File: src/rtl/dnn_result_reader.sv
// dnn_result_reader
// Host-side sequencer for the DNN inference engine. On a classify request it
// soft-resets the engine, pulses start, waits for done (with a timeout), sweeps
// all class scores through the engine's index select and returns the argmax.
//
// Ports
//   clk_i         : clock
//   rst_i         : synchronous active-high reset
//   req_valid_i   : classify request, accepted while req_ready_o is high
//   req_ready_o   : high only while idle
//   eng_reset_o   : one-cycle engine soft-reset pulse
//   eng_start_o   : one-cycle engine start pulse
//   eng_done_i    : engine completion level
//   eng_idx_o     : class index select to the engine (0 outside the sweep)
//   eng_out_i     : signed score of class eng_idx_o (combinational in the engine)
//   res_valid_o   : result available
//   res_ready_i   : consumer accepts result
//   res_class_o   : argmax class, 4'hF on timeout
//   res_score_o   : maximum score, 0 on timeout
//   res_scores_o  : all scores, class k at [k*DATA_WIDTH +: DATA_WIDTH]
//   res_timeout_o : result was produced by a timeout
module dnn_result_reader #(
    parameter int unsigned DATA_WIDTH     = 3,
    parameter int unsigned NUM_CLASSES    = 10,
    parameter int unsigned TIMEOUT_CYCLES = 1048576
) (
    input  logic                                clk_i,
    input  logic                                rst_i,
    input  logic                                req_valid_i,
    output logic                                req_ready_o,
    output logic                                eng_reset_o,
    output logic                                eng_start_o,
    input  logic                                eng_done_i,
    output logic [3:0]                          eng_idx_o,
    input  logic signed [DATA_WIDTH-1:0]        eng_out_i,
    output logic                                res_valid_o,
    input  logic                                res_ready_i,
    output logic [3:0]                          res_class_o,
    output logic signed [DATA_WIDTH-1:0]        res_score_o,
    output logic [NUM_CLASSES*DATA_WIDTH-1:0]   res_scores_o,
    output logic                                res_timeout_o
);

    localparam int unsigned CntW = (TIMEOUT_CYCLES > 1) ? $clog2(TIMEOUT_CYCLES) : 1;
    localparam logic [CntW-1:0] CntLast = CntW'(TIMEOUT_CYCLES - 1);
    localparam logic [3:0] IdxLast = 4'(NUM_CLASSES - 1);

    typedef enum logic [2:0] {
        StIdle,
        StClear,
        StStart,
        StWait,
        StSweep,
        StResult
    } state_e;

    state_e                             state_q;
    logic [CntW-1:0]                    wait_cnt_q;
    logic [3:0]                         idx_q;
    logic signed [DATA_WIDTH-1:0]       max_score_q;
    logic [3:0]                         max_class_q;
    logic [NUM_CLASSES*DATA_WIDTH-1:0]  scores_q;
    logic                               req_ready_q;
    logic                               eng_reset_q;
    logic                               eng_start_q;
    logic                               res_valid_q;
    logic                               timeout_q;

    // All outputs come straight from registers; the pulses and flags are set on
    // the edge that enters the corresponding state.
    always_ff @(posedge clk_i) begin
        if (rst_i) begin
            state_q     <= StIdle;
            wait_cnt_q  <= '0;
            idx_q       <= '0;
            max_score_q <= '0;
            max_class_q <= '0;
            scores_q    <= '0;
            req_ready_q <= 1'b1;
            eng_reset_q <= 1'b0;
            eng_start_q <= 1'b0;
            res_valid_q <= 1'b0;
            timeout_q   <= 1'b0;
        end else begin
            eng_reset_q <= 1'b0;
            eng_start_q <= 1'b0;
            unique case (state_q)
                StIdle: begin
                    if (req_valid_i) begin
                        state_q     <= StClear;
                        req_ready_q <= 1'b0;
                        eng_reset_q <= 1'b1;
                    end
                end
                StClear: begin
                    wait_cnt_q  <= '0;
                    idx_q       <= '0;
                    scores_q    <= '0;
                    max_score_q <= '0;
                    max_class_q <= '0;
                    timeout_q   <= 1'b0;
                    eng_start_q <= 1'b1;
                    state_q     <= StStart;
                end
                StStart: begin
                    state_q <= StWait;
                end
                StWait: begin
                    wait_cnt_q <= wait_cnt_q + 1'b1;
                    // Done takes priority over the terminal count.
                    if (eng_done_i) begin
                        state_q <= StSweep;
                    end else if (wait_cnt_q == CntLast) begin
                        state_q     <= StResult;
                        res_valid_q <= 1'b1;
                        timeout_q   <= 1'b1;
                        max_class_q <= 4'hF;
                        max_score_q <= '0;
                        scores_q    <= '0;
                    end
                end
                StSweep: begin
                    for (int k = 0; k < int'(NUM_CLASSES); k++) begin
                        if (idx_q == 4'(k)) begin
                            scores_q[k*DATA_WIDTH +: DATA_WIDTH] <= eng_out_i;
                        end
                    end
                    // Strict greater-than keeps the lowest index on ties.
                    if (idx_q == 4'd0 || eng_out_i > max_score_q) begin
                        max_score_q <= eng_out_i;
                        max_class_q <= idx_q;
                    end
                    if (idx_q == IdxLast) begin
                        idx_q       <= '0;
                        state_q     <= StResult;
                        res_valid_q <= 1'b1;
                    end else begin
                        idx_q <= idx_q + 4'd1;
                    end
                end
                StResult: begin
                    if (res_ready_i) begin
                        state_q     <= StIdle;
                        res_valid_q <= 1'b0;
                        req_ready_q <= 1'b1;
                    end
                end
                default: begin
                    state_q <= StIdle;
                end
            endcase
        end
    end

    assign req_ready_o   = req_ready_q;
    assign eng_reset_o   = eng_reset_q;
    assign eng_start_o   = eng_start_q;
    assign eng_idx_o     = idx_q;
    assign res_valid_o   = res_valid_q;
    assign res_class_o   = max_class_q;
    assign res_score_o   = max_score_q;
    assign res_scores_o  = scores_q;
    assign res_timeout_o = timeout_q;

endmodule
File: config.mk
export PLATFORM = sky130hd
export DESIGN_NAME = dnn_result_reader
export DESIGN_NICKNAME = d
export VERILOG_FILES = /design/src/rtl/dnn_result_reader.sv
export SDC_FILE = /design/constraint.sdc
export NUM_CORES = 1
export LEC_CHECK = 0
export ABC_AREA = 1
export BUFFER_PORTS_ARGS = -buffer_cell sky130_fd_sc_hd__buf_4
export CAP_MARGIN = 20
export CORE_MARGIN = 10
export CORE_UTILIZATION = 40
export DETAILED_ROUTE_END_ITERATION = 12
export GPL_TIMING_DRIVEN = 0
export HOLD_SLACK_MARGIN = 0.1
export PLACE_DENSITY_LB_ADDON = 0.25
export SETUP_SLACK_MARGIN = 0.4
export SYNTH_ARGS = -nofsm -noshare
export SYNTH_HDL_FRONTEND = slang
export SYNTH_SLANG_ARGS = --single-unit
File: constraint.sdc
create_clock -name clk_i -period 2 [get_ports clk_i]
set_input_delay 0.1 -clock clk_i [delete_from_list [all_inputs] [get_ports clk_i]]
set_output_delay 0.1 -clock clk_i [all_outputs]
set_load 0.005 [all_outputs]
# Yosys cells after proc, flatten, opt, wreduce, memory -nomap -nowiden

Cells that the tools add are included.

Bits in registers: 69
Input bits: 8
Output and inout port bits: 46
Logic and storage cells: 120

Add/sub/neg operators: 2
$lt $le $gt $ge: 1
Equality and inequality tests: 31
Mux-type cells: 41
Bitwise logic cells: 1
Reduce and logical (&&, ||, !) cells: 24

Operators by type and width:

| kind                    | count |
|---|---|
| $pmux W30 S3            | 1 |
| $mux W30                | 2 |
| $mux W3                 | 18 |
| $reduce_and A4 Y1       | 12 |
| $pmux W20 S2            | 1 |
| $ne A2 B2 Y1 const B    | 15 |
| $add A20 B1 Y20 const B | 1 |
| $eq A20 B20 Y1 const B  | 1 |
| $pmux W3 S6             | 1 |
| $eq A4 B3 Y1 const B    | 4 |
| $mux W4                 | 4 |
| $pmux W4 S3             | 1 |
| $pmux W3 S3             | 1 |
| $eq A4 B2 Y1 const B    | 2 |
| $eq A4 B4 Y1 const B    | 2 |
| $mux W1                 | 8 |
| $pmux W4 S2             | 1 |
| $eq A3 B2 Y1 const B    | 2 |
| $eq A3 B3 Y1 const B    | 2 |
| $reduce_and A3 Y1       | 2 |
| $reduce_bool A2 Y1      | 3 |
| $reduce_bool A3 Y1      | 2 |
| $reduce_and A5 Y1       | 1 |
| $add A4 B1 Y4 const B   | 1 |
| other kinds (11)        | 12 |

# Longest topological paths before layout

Gate-level depths: netlist of the first run.

Word-level depth: 4
Mapped depth: 11

# Least setup slack after synthesis of the first run

Ideal clock, no wire load.

Path type: reg-to-reg
Start: register max_score_q[2], in the netlist res_score_o[2]
End: register max_score_q[1], in the netlist res_score_o[1]
Setup time: 0.064 ns
Arrival: 1.488 ns
Required time: 1.936 ns
Slack: 0.448 ns
Cell stages (with the launch flop): 11
Path buffers: 0
Cells stage by stage: dfxtp_1 -> inv_1 -> ha_1 -> or2_2 -> nand3_1 -> nor2_2 -> nor2_8 -> nand3_4 -> nand2_1 -> inv_2 -> nor2_1

Word-level cells in the longest chain between the ends: 4

RTL lines:

| what                        | line | RTL |
|---|---|---|
| start: declaration          | 60   | `logic signed [DATA_WIDTH-1:0] max_score_q;` |
| start signal: assignment    | 130  | `max_score_q <= eng_out_i;` |
| $gt A3 B3 Y1                | 129  | `if (idx_q == 4'd0 \|\| eng_out_i > max_score_q) begin` |
| $logic_or A1 B1 Y1          | 129  |  |
| $ne A2 B2 Y1 (no line)      | --   |  |
| $reduce_and A4 Y1 (no line) | --   |  |

Every way passes these cells.
A chain may end at the register's enable or synchronous reset.

# Worst setup path after layout of the first run

Start: register state_q[0]
End: register idx_q[3], in the netlist eng_idx_o[3]

Word-level cells in the longest chain between the ends: 2
Elaborated cells between the ends (all ways): 4

RTL lines:

| what                                              | line | RTL |
|---|---|---|
| start: declaration                                | 57   | `state_e state_q;` |
| start signal: assignment                          | 73   | `state_q <= StIdle;` |
| start signal: assignment                          | 90   | `state_q <= StClear;` |
| start signal: assignment                          | 103  | `state_q <= StStart;` |
| $eq A3 B3 Y1 or $eq A3 B1 Y1 (tied branches)      | 87   | `unique case (state_q)` |
| $pmux W4 S2 or $reduce_bool A2 Y1 (tied branches) | --   |  |
| end signal: assignment                            | 138  | `idx_q <= idx_q + 4'd1;` |
| end: declaration                                  | 59   | `logic [3:0] idx_q;` |

Several ways; a longest one is shown, not always the timed one.

==> metrics.txt, run 1 <==
number of nets in the layout=604; core footprint=8678 µm²; # port buffers=52; DPL Wire Length=7329 µm; Final TNS setup=0 ps; Synth Warn #=0; sequential-to-total area share from yosys stat=38.80%; outcome=complete, no violations; period utilisation layout=78.04%; die area=13,070 µm²; FF+latch count, synth=69; number of max-cap violations=0; vias post-DR=3,649; CTS tree=done; Placed Cells=676; CP Launch Type=flip-flop; Hold Vio Cnt, Final=0; uppermost layer routed=met4; synthesized area=3560 µm²; wire length on met1=4667 µm; Hold Crit Start=eng_done_i; Pleak=1.927 nW; DR DRC count=0; CTS sink cnt=69; initial antenna violation count=0; Crit path top cell by count=nand2_1; Finished Layout Cells=705; detail-routed net length per standard cell=14.76 µm; Cell variety after synth=36; most common cell after layout, fill and taps aside=nand2_1; GRT overflow=0; WP data arrival=1780 ps; Core Rows=34; Pwr Density=1137 nW/µm²; fin. max-slew vios=0; DRT Pass-1 Iters=5; ANT nets after route=0; post-synth net total=528; CP Class=flip-flop to flip-flop; slew of the pin with the lowest slew margin=670.6 ps; pin count of the biggest net entering global routing=12; Initial Util=41.02%; Synth Instances=516; worst path bufs/invs=1; WHS=117.8 ps; initial detailed-routing violation count=195; FMAX=640.7 MHz; clock root buffer=clkbuf_8; HP Class=primary input to flip-flop; area grow syn2layout=30.54%; most frequent cells in the layout=nand2_1 (109), buf_4 (63), inv_1 (54), dfxtp_1 (51), a21oi_1 (49); # diodes=0; setup violators final=0; total CTS buffers=9; Crit path largest cell delay=380 ps; GR Util All Layers=15.17%; first-pass GRT wire length=16,280 µm; RSZ-0062 raised after global routing=yes; CP Launch Point=state_q[0]$_SDFFE_PP0P_; DR WL met2=4863 µm; Reg clk slew, reported paths=70 ps; H-tree depth=3; Critical Path RT=2220 ps; Top delay family on crit path=simple AND/OR/NAND/NOR gates; Peak VDD IR=400.9 µV; Max clock buf depth=2; Final min period=1561 ps; Critical Path Fanout Max=9; worst skew pair latency=360 ps; Slowest-stage cell, CP=dfxtp_2; routed wl met3=657 µm; Vias/cell=5.176; RePlAce Congestion=0.8917; Die Y=114.3 µm; beginning of the worst register-to-register path=state_q[0]$_SDFFE_PP0P_; Clock Skews=6.574 ps; Mean Syn Cell Area=6.899 µm²; layout cells sized above 1=30.32%; io pins=54; Filler Cell Count=872; die width=114.3 µm; vias in the first global route=3,469; Slew Limit Headroom=55.30%; crit end category=flip-flop; final WL=10,400 µm; cell-by-cell trace of the critical path=inv_2 -> nor2_4 -> nand2_1 -> nand2_1 -> o21ai_0 -> nand2_1 -> a21oi_1
==> path summary, 6_finish.rpt <==
kind	end	slack, ps	depth (start not counted)
worst min register to register	wait_cnt_q[10]$_SDFFE_PP0P_	450	1
worst max register to register	eng_idx_o[3]$_SDFFE_PP0P_	440	7
worst max-delay path	eng_idx_o[3]$_SDFFE_PP0P_	440	7
worst min-delay path	state_q[1]$_SDFFE_PP0P_	120	4
==> cell families after synthesis <==
| family | synth area share [%] |
|---|---|
| and+or+nand+nor | 34.17 |
| AOI/OAI and AO/OA | 13.74 |
| adders and majority gates | 1.406 |
| xor gates and xnor gates | 0.2461 |
| DFF | 38.80 |
| buffers and inverters | 11.63 |
==> report_power, final <==
group / leakage [nW] / internal (W) / switching (W)
sequential: 0.568 / 0.00157 / 0.000150
combinational: 1.26 / 0.000943 / 0.00148
clock: 0.103 / 0.000602 / 0.000536
==> routing by layer <==
metal | vias to the layer above | GRT usage [%]
met5 | - | 0
met4 | 0 | 7.686
met3 | 19 | 4.455
met2 | 97 | 23.77
met1 | 1682 | 18.49
li1 | 1851 | -
==> layout make-up <==
cell class,instances,area (µm²),share of cell area (%)
inverter,71,274.0,5.897
buffer,22,158.9,3.419
timing repair buffer,65,514.2,11.07
tap,108,135.1,2.908
clock inverter,5,50.05,1.077
clock buffer,11,141.4,3.043
multi-input combinational,354,1967,42.33
sequential,69,1406,30.26
==> registers in the layout, summed over array words and instances (netlist names) <==
signal and flops:
res_valid_o 1, wait_cnt_q 20, req_ready_o 1, res_scores_o 30
eng_idx_o 4, res_timeout_o 1, state_q 3, eng_start_o 1
res_class_o 4, eng_reset_o 1, res_score_o 3
==> worst register-to-register path, cell delays in order, from the launching register on <==
cell,delay (ps)
dfxtp_2,380
inv_2,80
nor2_4,140
nand2_1,260
nand2_1,230
o21ai_0,170
nand2_1,100
a21oi_1,60
==> synthesized netlist by cell type <==
cell type,n,share of area (%)
ha_1,4,1.4
a31o_2,1,0.25
a22oi_1,2,0.42
o21ai_0,23,3.2
nand3_4,1,0.49
a21oi_1,54,7.6
nand3_2,2,0.56
nor2_2,6,1.1
buf_2,7,0.98
clkinv_1,2,0.21
o211a_1,1,0.28
nand2_4,3,0.95
xnor2_1,1,0.25
buf_6,7,2.2
nand2_1,116,12
clkbuf_1,7,0.74
a31oi_1,1,0.18
nor2_1,48,5.1
a211oi_1,2,0.42
nand2_2,3,0.53
inv_1,58,6.1
a32oi_1,1,0.25
nor3_1,3,0.42
inv_2,11,1.2
nand4_1,36,6.3
buf_4,1,0.21
o211ai_1,2,0.42
dfxtp_1,69,39
nor2_8,1,0.56
nor2_4,1,0.32
o31ai_1,1,0.21
o21ai_1,2,0.28
o21a_1,1,0.21
nor3_2,2,0.56
or2_2,1,0.18
nand3_1,35,4.9
==> per-stage QoR <==
stage	worst slack, ps	utilization, %	area [µm²]	total power [W]
2_1_floorplan	447.7	-	3560	0.003150
3_3_place_gp	236.7	47.07	4085	0.003753
3_5_place_dp	226.8	47.07	4085	0.003786
4_1_cts	403.6	50.62	4393	0.005021
5_1_grt	353.0	53.55	4647	0.005628
6_report	439.3	53.55	4647	0.005281
==> what timing repair did <==
item / 4_1_cts / 5_1_grt
buffers inserted: 4 / 6
resized for setup: 23 / 55
gates cloned: 1 / 1
hold endpoints to repair: 1 / 0
setup endpoints to repair: 44 / 59
hold buffers: 1 / 0
pin swaps: 7 / 19
(Power assumes the default switching activity.)
==> inputs of run 2 (changes only) <==
clock period = 1.3 ns   (was 2 ns; I/O delays follow)
==> run 2 against run 1 <==
  * The run now ends with setup timing left
  * Total power is 96% higher
  * Critical path type unchanged
  * Die area unchanged
  * Global-route usage rose by 2.5 points
  * Clock skew is 3.0 ps higher
  * Setup slack got worse by 760 ps
  * Maximum frequency is 3.8% lower
  * Routed wire length up 27%
  * Critical path depth rose by 4
  * Cell area grew 25%
  * First-iteration DRC count is 49% higher
==> metrics.txt, run 2 (synthesis gave the netlist of run 1 again) <==
outcome=finished with violations; failing checks=setup timing; GR Util All Layers=17.62% (+2.5 points); number of nets in the layout=647 (+7.1%); DR DRC count=0 (unchanged); core footprint=8678 µm² (unchanged); ANT nets after route=0 (unchanged); Initial Util=41.02% (unchanged); initial detailed-routing violation count=291 (+49%); RSZ-0062 raised after global routing=yes; setup violators final=64 (+64); initial antenna violation count=0 (unchanged); first-pass GRT wire length=18,960 µm (+16%); pre-CTS WS=-338.0 ps (-564.9 ps); Critical Path RT=1530 ps (-690 ps); final WL=13,210 µm (+27%); FF/Latch Area=1468 µm² (+4.4%); Critical Path Fanout Max=6 (-3); Multi-input gate area=2497 µm² (+27%); H-tree depth=3 (unchanged); Pleak=2.368 nW (+23%); RePlAce Congestion=0.9257 (+3.8%); vias in the first global route=3,911 (+13%); HP Class=primary input to flip-flop; DRT Pass-1 Iters=6 (+1); pin count of the biggest net entering global routing=12 (unchanged); Finished Layout Cells=748 (+6.1%); number of max-cap violations=0 (unchanged); die width=114.3 µm (unchanged); CTS tree=done; Clock Skews=9.542 ps (+2.969 ps); vias post-DR=4,135 (+13%); max FFs per register=30 (unchanged); Final min period=1622 ps (+61.06 ps); area grow syn2layout=63.02%; # port buffers=52 (unchanged); DPL Wire Length=7491 µm (+2.2%); GRT overflow=0 (unchanged); Filler Cell Count=673 (-23%); io pins=54 (unchanged); slew of the pin with the lowest slew margin=815.3 ps (+144.7 ps); Pwr Density=1783 nW/µm² (+57%); Slew Limit Headroom=45.65% (-9.6 points); Reg clk slew, reported paths=80 ps (about the same); layout cells sized above 1=54.69% (+24 points); Core Rows=34 (unchanged); Final Worst Setup Slack=-321.8 ps (-761.1 ps); total CTS buffers=9 (unchanged); Crit path largest cell delay=380 ps (about the same); # diodes=0 (unchanged); hold buffers post-CTS=1 (unchanged); CP Launch Type=flip-flop; Max clock buf depth=2 (unchanged); detail-routed net length per standard cell=17.66 µm (+20%); Placed Cells=676 (unchanged); CTS sink cnt=69 (unchanged); Vias/cell=5.528 (+6.8%); WP data arrival=1850 ps (+70 ps); Layout Utilization=66.87% (+13 points); Hold Vio Cnt, Final=0 (unchanged); Die Y=114.3 µm (unchanged); period utilisation layout=124.8% (+47 points); fin. max-slew vios=0 (unchanged); clock root buffer=clkbuf_8; worst skew pair latency=370 ps (about the same); Peak VDD IR=1457 µV (+260%); most frequent cells in the layout=buf_4 (74), nand2_1 (69), nand2_2 (43), inv_1 (40), a21oi_1 (37); crit end category=flip-flop; most common cell after layout, fill and taps aside=buf_4; cell-by-cell trace of the critical path=nand2_2 -> inv_2 -> nand2_4 -> nor2_4 -> nand3_4 -> nand2_8 -> buf_12 -> buf_16 -> nand3_4 -> nand2_2 -> a21oi_2; CP Class=flip-flop to flip-flop; FMAX=616.6 MHz (-3.8%); die area=13,070 µm² (unchanged); Slowest-stage cell, CP=dfxtp_2
==> run 2: worst max-delay path, delay by kind of cell, from the launching register on <==
| kind | cells | cell delay (ps) |
|---|---|---|
| simple gates | 7 | 730 |
| compound gates | 1 | 50 |
| flops | 1 | 380 |
| buf+inv | 3 | 320 |
==> run 2: stage by stage <==
| step | setup TNS [ps] | power (W) | instance area [µm²] | hold slack, ps |
|---|---|---|---|---|
| 6_report | -13560 | 0.01035 | 5803 | 70.39 |
| 2_1_floorplan | -3002 | 0.005229 | 3829 | 221.4 |
| 3_5_place_dp | -11490 | 0.006274 | 4354 | 359.9 |
| 5_1_grt | -18090 | 0.01098 | 5803 | 99.76 |
| 4_1_cts | -7637 | 0.009086 | 5129 | 62.59 |
| 3_3_place_gp | -10940 | 0.006186 | 4354 | 355.5 |
==> run 2: power by group <==
part           switching, W  leakage, nW  internal, W
Clock              0.000909        0.102     0.000917
Sequential         0.000268        0.584      0.00244
Combinational       0.00329         1.68      0.00252
==> run 2: cell type report <==
cell class | count | area share (%)
clock buffers | 14 | 3.169
well taps | 108 | 2.329
multi-input cells | 356 | 43.04
clock inverters | 2 | 0.2372
repair buffers | 106 | 16.95
plain buffers | 22 | 3.773
inverters | 71 | 5.218
flip-flops and latches | 69 | 25.29
==> run 2: final timing paths <==
| kind | endpoint | slack (ps) | startpoint | depth (start not counted) |
|---|---|---|---|---|
| worst min register to register | res_scores_o[12]$_SDFFE_PP0P_ | 460 | res_scores_o[12]$_SDFFE_PP0P_ | 2 |
| worst max-delay path | res_scores_o[18]$_SDFFE_PP0P_ | -320 | wait_cnt_q[9]$_SDFFE_PP0P_ | 11 |
| worst max register to register | res_scores_o[18]$_SDFFE_PP0P_ | -320 | wait_cnt_q[9]$_SDFFE_PP0P_ | 11 |
| worst min-delay path | state_q[2]$_SDFFE_PP0P_ | 70 | req_valid_i | 5 |
==> run 2: metal layers <==
metal,vias to the layer above,wire (µm),part of all wire (%),track usage [%]
met4,0,501,3.8,9.858
met3,46,880,6.7,3.616
met5,-,0,0,0
met2,176,6667,50,29.01
li1,1955,-,-,-
met1,1958,5156,39,20.91
==> run 2: timing repair <==
action,4_1_cts,5_1_grt
gates cloned,5,1
endpoints found under the setup margin,78,89
buffers inserted,25,24
hold endpoints to repair,3,1
pin swaps,31,53
resized for setup,90,144
==> inputs of run 3 (changes only) <==
BUFFER_PORTS_ARGS = unset   (was -buffer_cell sky130_fd_sc_hd__buf_4)
DONT_BUFFER_PORTS = 1   (was unset)
==> run 3 against run 2 <==
  * Maximum frequency decreased by 1.5%
  * First-iteration DRC count decreased by 20%
  * Clock power increased by 7%
  * Global-route usage increased by 0.071 points
  * The run ends with hold timing, setup timing left
  * Die area unchanged
  * Critical endpoint is now res_scores_o[19]$_SDFFE_PP0P_
==> metrics.txt, run 3 (synthesis gave the netlist of run 1 again) <==
most common cell after layout, fill and taps aside=nand2_1; CTS tree=done; flop-to-flop setup slack=-350 ps (-30 ps); met3 usage=5.346% (+1.7 points); ANT nets after route=0 (unchanged); clock root buffer=clkbuf_8; CTS sink cnt=69 (unchanged); M1 GR Usage=20.02% (-0.88 points); pin count of the biggest net entering global routing=12 (unchanged); die width=114.3 µm (unchanged); WHS=-6.445 ps (-76.84 ps); Final min period=1647 ps (+25.34 ps); RePlAce Congestion=0.8917 (-3.7%); Total Power=0.009480 W (-8.4%); Vias/cell=5.491 (-0.66%); GR Util All Layers=17.70% (+0.071 points); hold path cells=3 (-2); worst skew pair latency=360 ps (about the same); pre-CTS WS=-360.8 ps (-22.74 ps); Filler Cell Count=707 (+5.1%); number of max-cap violations=0 (unchanged); outcome=finished with violations; area grow syn2layout=50.26%; HP Class=primary input to flip-flop; # diodes=0 (unchanged); # port buffers=0 (-100%); failing checks=hold timing, setup timing; busiest grt layer=met2; DPL Wire Length=7297 µm (-2.6%); hold path endpoint=state_q[1]$_SDFFE_PP0P_; RSZ-0062 raised after global routing=yes; Critical Path RT=1510 ps (-20 ps); slew of the pin with the lowest slew margin=666.1 ps (-149.1 ps); Critical Path Fanout Max=7 (+1); Peak VDD IR=1193 µV (-18%); initial antenna violation count=0 (unchanged); Core Rows=34 (unchanged); CP Launch Type=flip-flop; vias post-DR=3,844 (-7.0%); Die Y=114.3 µm (unchanged); DR DRC count=0 (unchanged); Max clock buf depth=2 (unchanged); Slew Limit Headroom=55.59% (+9.9 points); WP data arrival=1860 ps (about the same); core footprint=8678 µm² (unchanged); detail-routed net length per standard cell=17.26 µm (-2.3%); total CTS buffers=9 (unchanged); Hold Crit Start=eng_done_i; crit end category=flip-flop; Hold Vio Cnt, Final=1 (+1); Reg clk slew, reported paths=80 ps (about the same); CP Launch Point=wait_cnt_q[16]$_SDFFE_PP0P_; setup violators final=63 (-1.6%); Initial Util=41.02% (unchanged); FMAX=607.1 MHz (-1.5%); final WL=12,080 µm (-8.5%); Pwr Density=1772 nW/µm² (-0.60%); initial detailed-routing violation count=232 (-20%); GRT overflow=0 (unchanged); hold buffers post-CTS=4 (+3); beginning of the worst register-to-register path=wait_cnt_q[16]$_SDFFE_PP0P_; io pins=54 (unchanged); layout cells sized above 1=44.59% (-10 points); Clock Skews=8.926 ps (-0.6163 ps); vias in the first global route=3,702 (-5.3%); R2R depth=9 (-2); first-pass GRT wire length=18,790 µm (-0.91%); M2 GR Usage=30.41% (+1.4 points); most frequent cells in the layout=nand2_1 (80), inv_1 (49), dfxtp_1 (41), nand4_1 (36); CP Class=flip-flop to flip-flop; Final Worst Setup Slack=-347.1 ps (-25.34 ps); H-tree depth=3 (unchanged); r2r endpoint=res_scores_o[19]$_SDFFE_PP0P_; Placed Cells=624 (-7.7%); max FFs per register=30 (unchanged); Finished Layout Cells=700 (-6.4%); DRT Pass-1 Iters=5 (-1); fin. max-slew vios=0 (unchanged); die area=13,070 µm² (unchanged); Pleak=2.107 nW (-11%); number of nets in the layout=599 (-7.4%); period utilisation layout=126.7% (+1.9 points)
## run 3: timing repair
item	CTS	global route
endpoints found under the setup margin	70	69
hold endpoints to repair	9	3
setup buffers	34	18
pin swaps	37	30
gates cloned	4	0
gates resized for setup	108	76
## run 3: critical path, stage by stage (launching register included)
cell and delay [ps]:
dfxtp_2 370, nand2_1 120, nor3_4 270, nand3_4 140, nand2_8 130, buf_12 110, buf_16 120, nand3_2 90
nand2_1 80, a21oi_1 60
## run 3: worst max-delay path by stage
stage,endpoint,slack [ps],depth (start not counted)
after detailed placement,res_scores_o[6]$_SDFFE_PP0P_,-360,9
after floorplan,res_score_o[2]$_SDFFE_PP0P_,-120,10
after global placement,res_scores_o[28]$_SDFFE_PP0P_,-340,8
after global routing,res_scores_o[19]$_SDFFE_PP0P_,-390,9
final,res_scores_o[19]$_SDFFE_PP0P_,-350,9
after CTS,res_score_o[2]$_SDFFE_PP0P_,-230,10
## run 3: per-layer routing
metal  vias up  wire (µm)
li1       1856          -
met1      1831       4754
met2       132       6193
met3        25        850
met4         0        281
met5         -          0
## run 3: where the power goes
part | switching [W] | internal, W | total (W)
Clock | 0.000844 | 0.00110 | 0.00195
Sequential | 0.000335 | 0.00243 | 0.00276
Combinational | 0.00276 | 0.00201 | 0.00477
## run 3: final cells by class
cell class,instances,area (µm²),share of cell area [%]
Multi-Input combinational cell,354,2401,44.89
Sequential cell,69,1449,27.09
Timing Repair Buffer,60,620.6,11.60
Inverter,71,296.5,5.544
Buffer,22,226.5,4.234
Clock buffer,13,180.2,3.368
Tap cell,108,135.1,2.526
Clock inverter,3,40.04,0.7485
## run 3: through the flow
step	hold WS, ps	area (µm²)	setup TNS, ps	util (%)
2_1_floorplan	221.4	3829	-3002	-
3_3_place_gp	239.8	3964	-11810	45.67
3_5_place_dp	243.0	3964	-12190	45.67
4_1_cts	-41.80	4955	-8109	57.09
5_1_grt	0.2511	5349	-18050	61.63
6_report	-6.445	5349	-13720	61.63
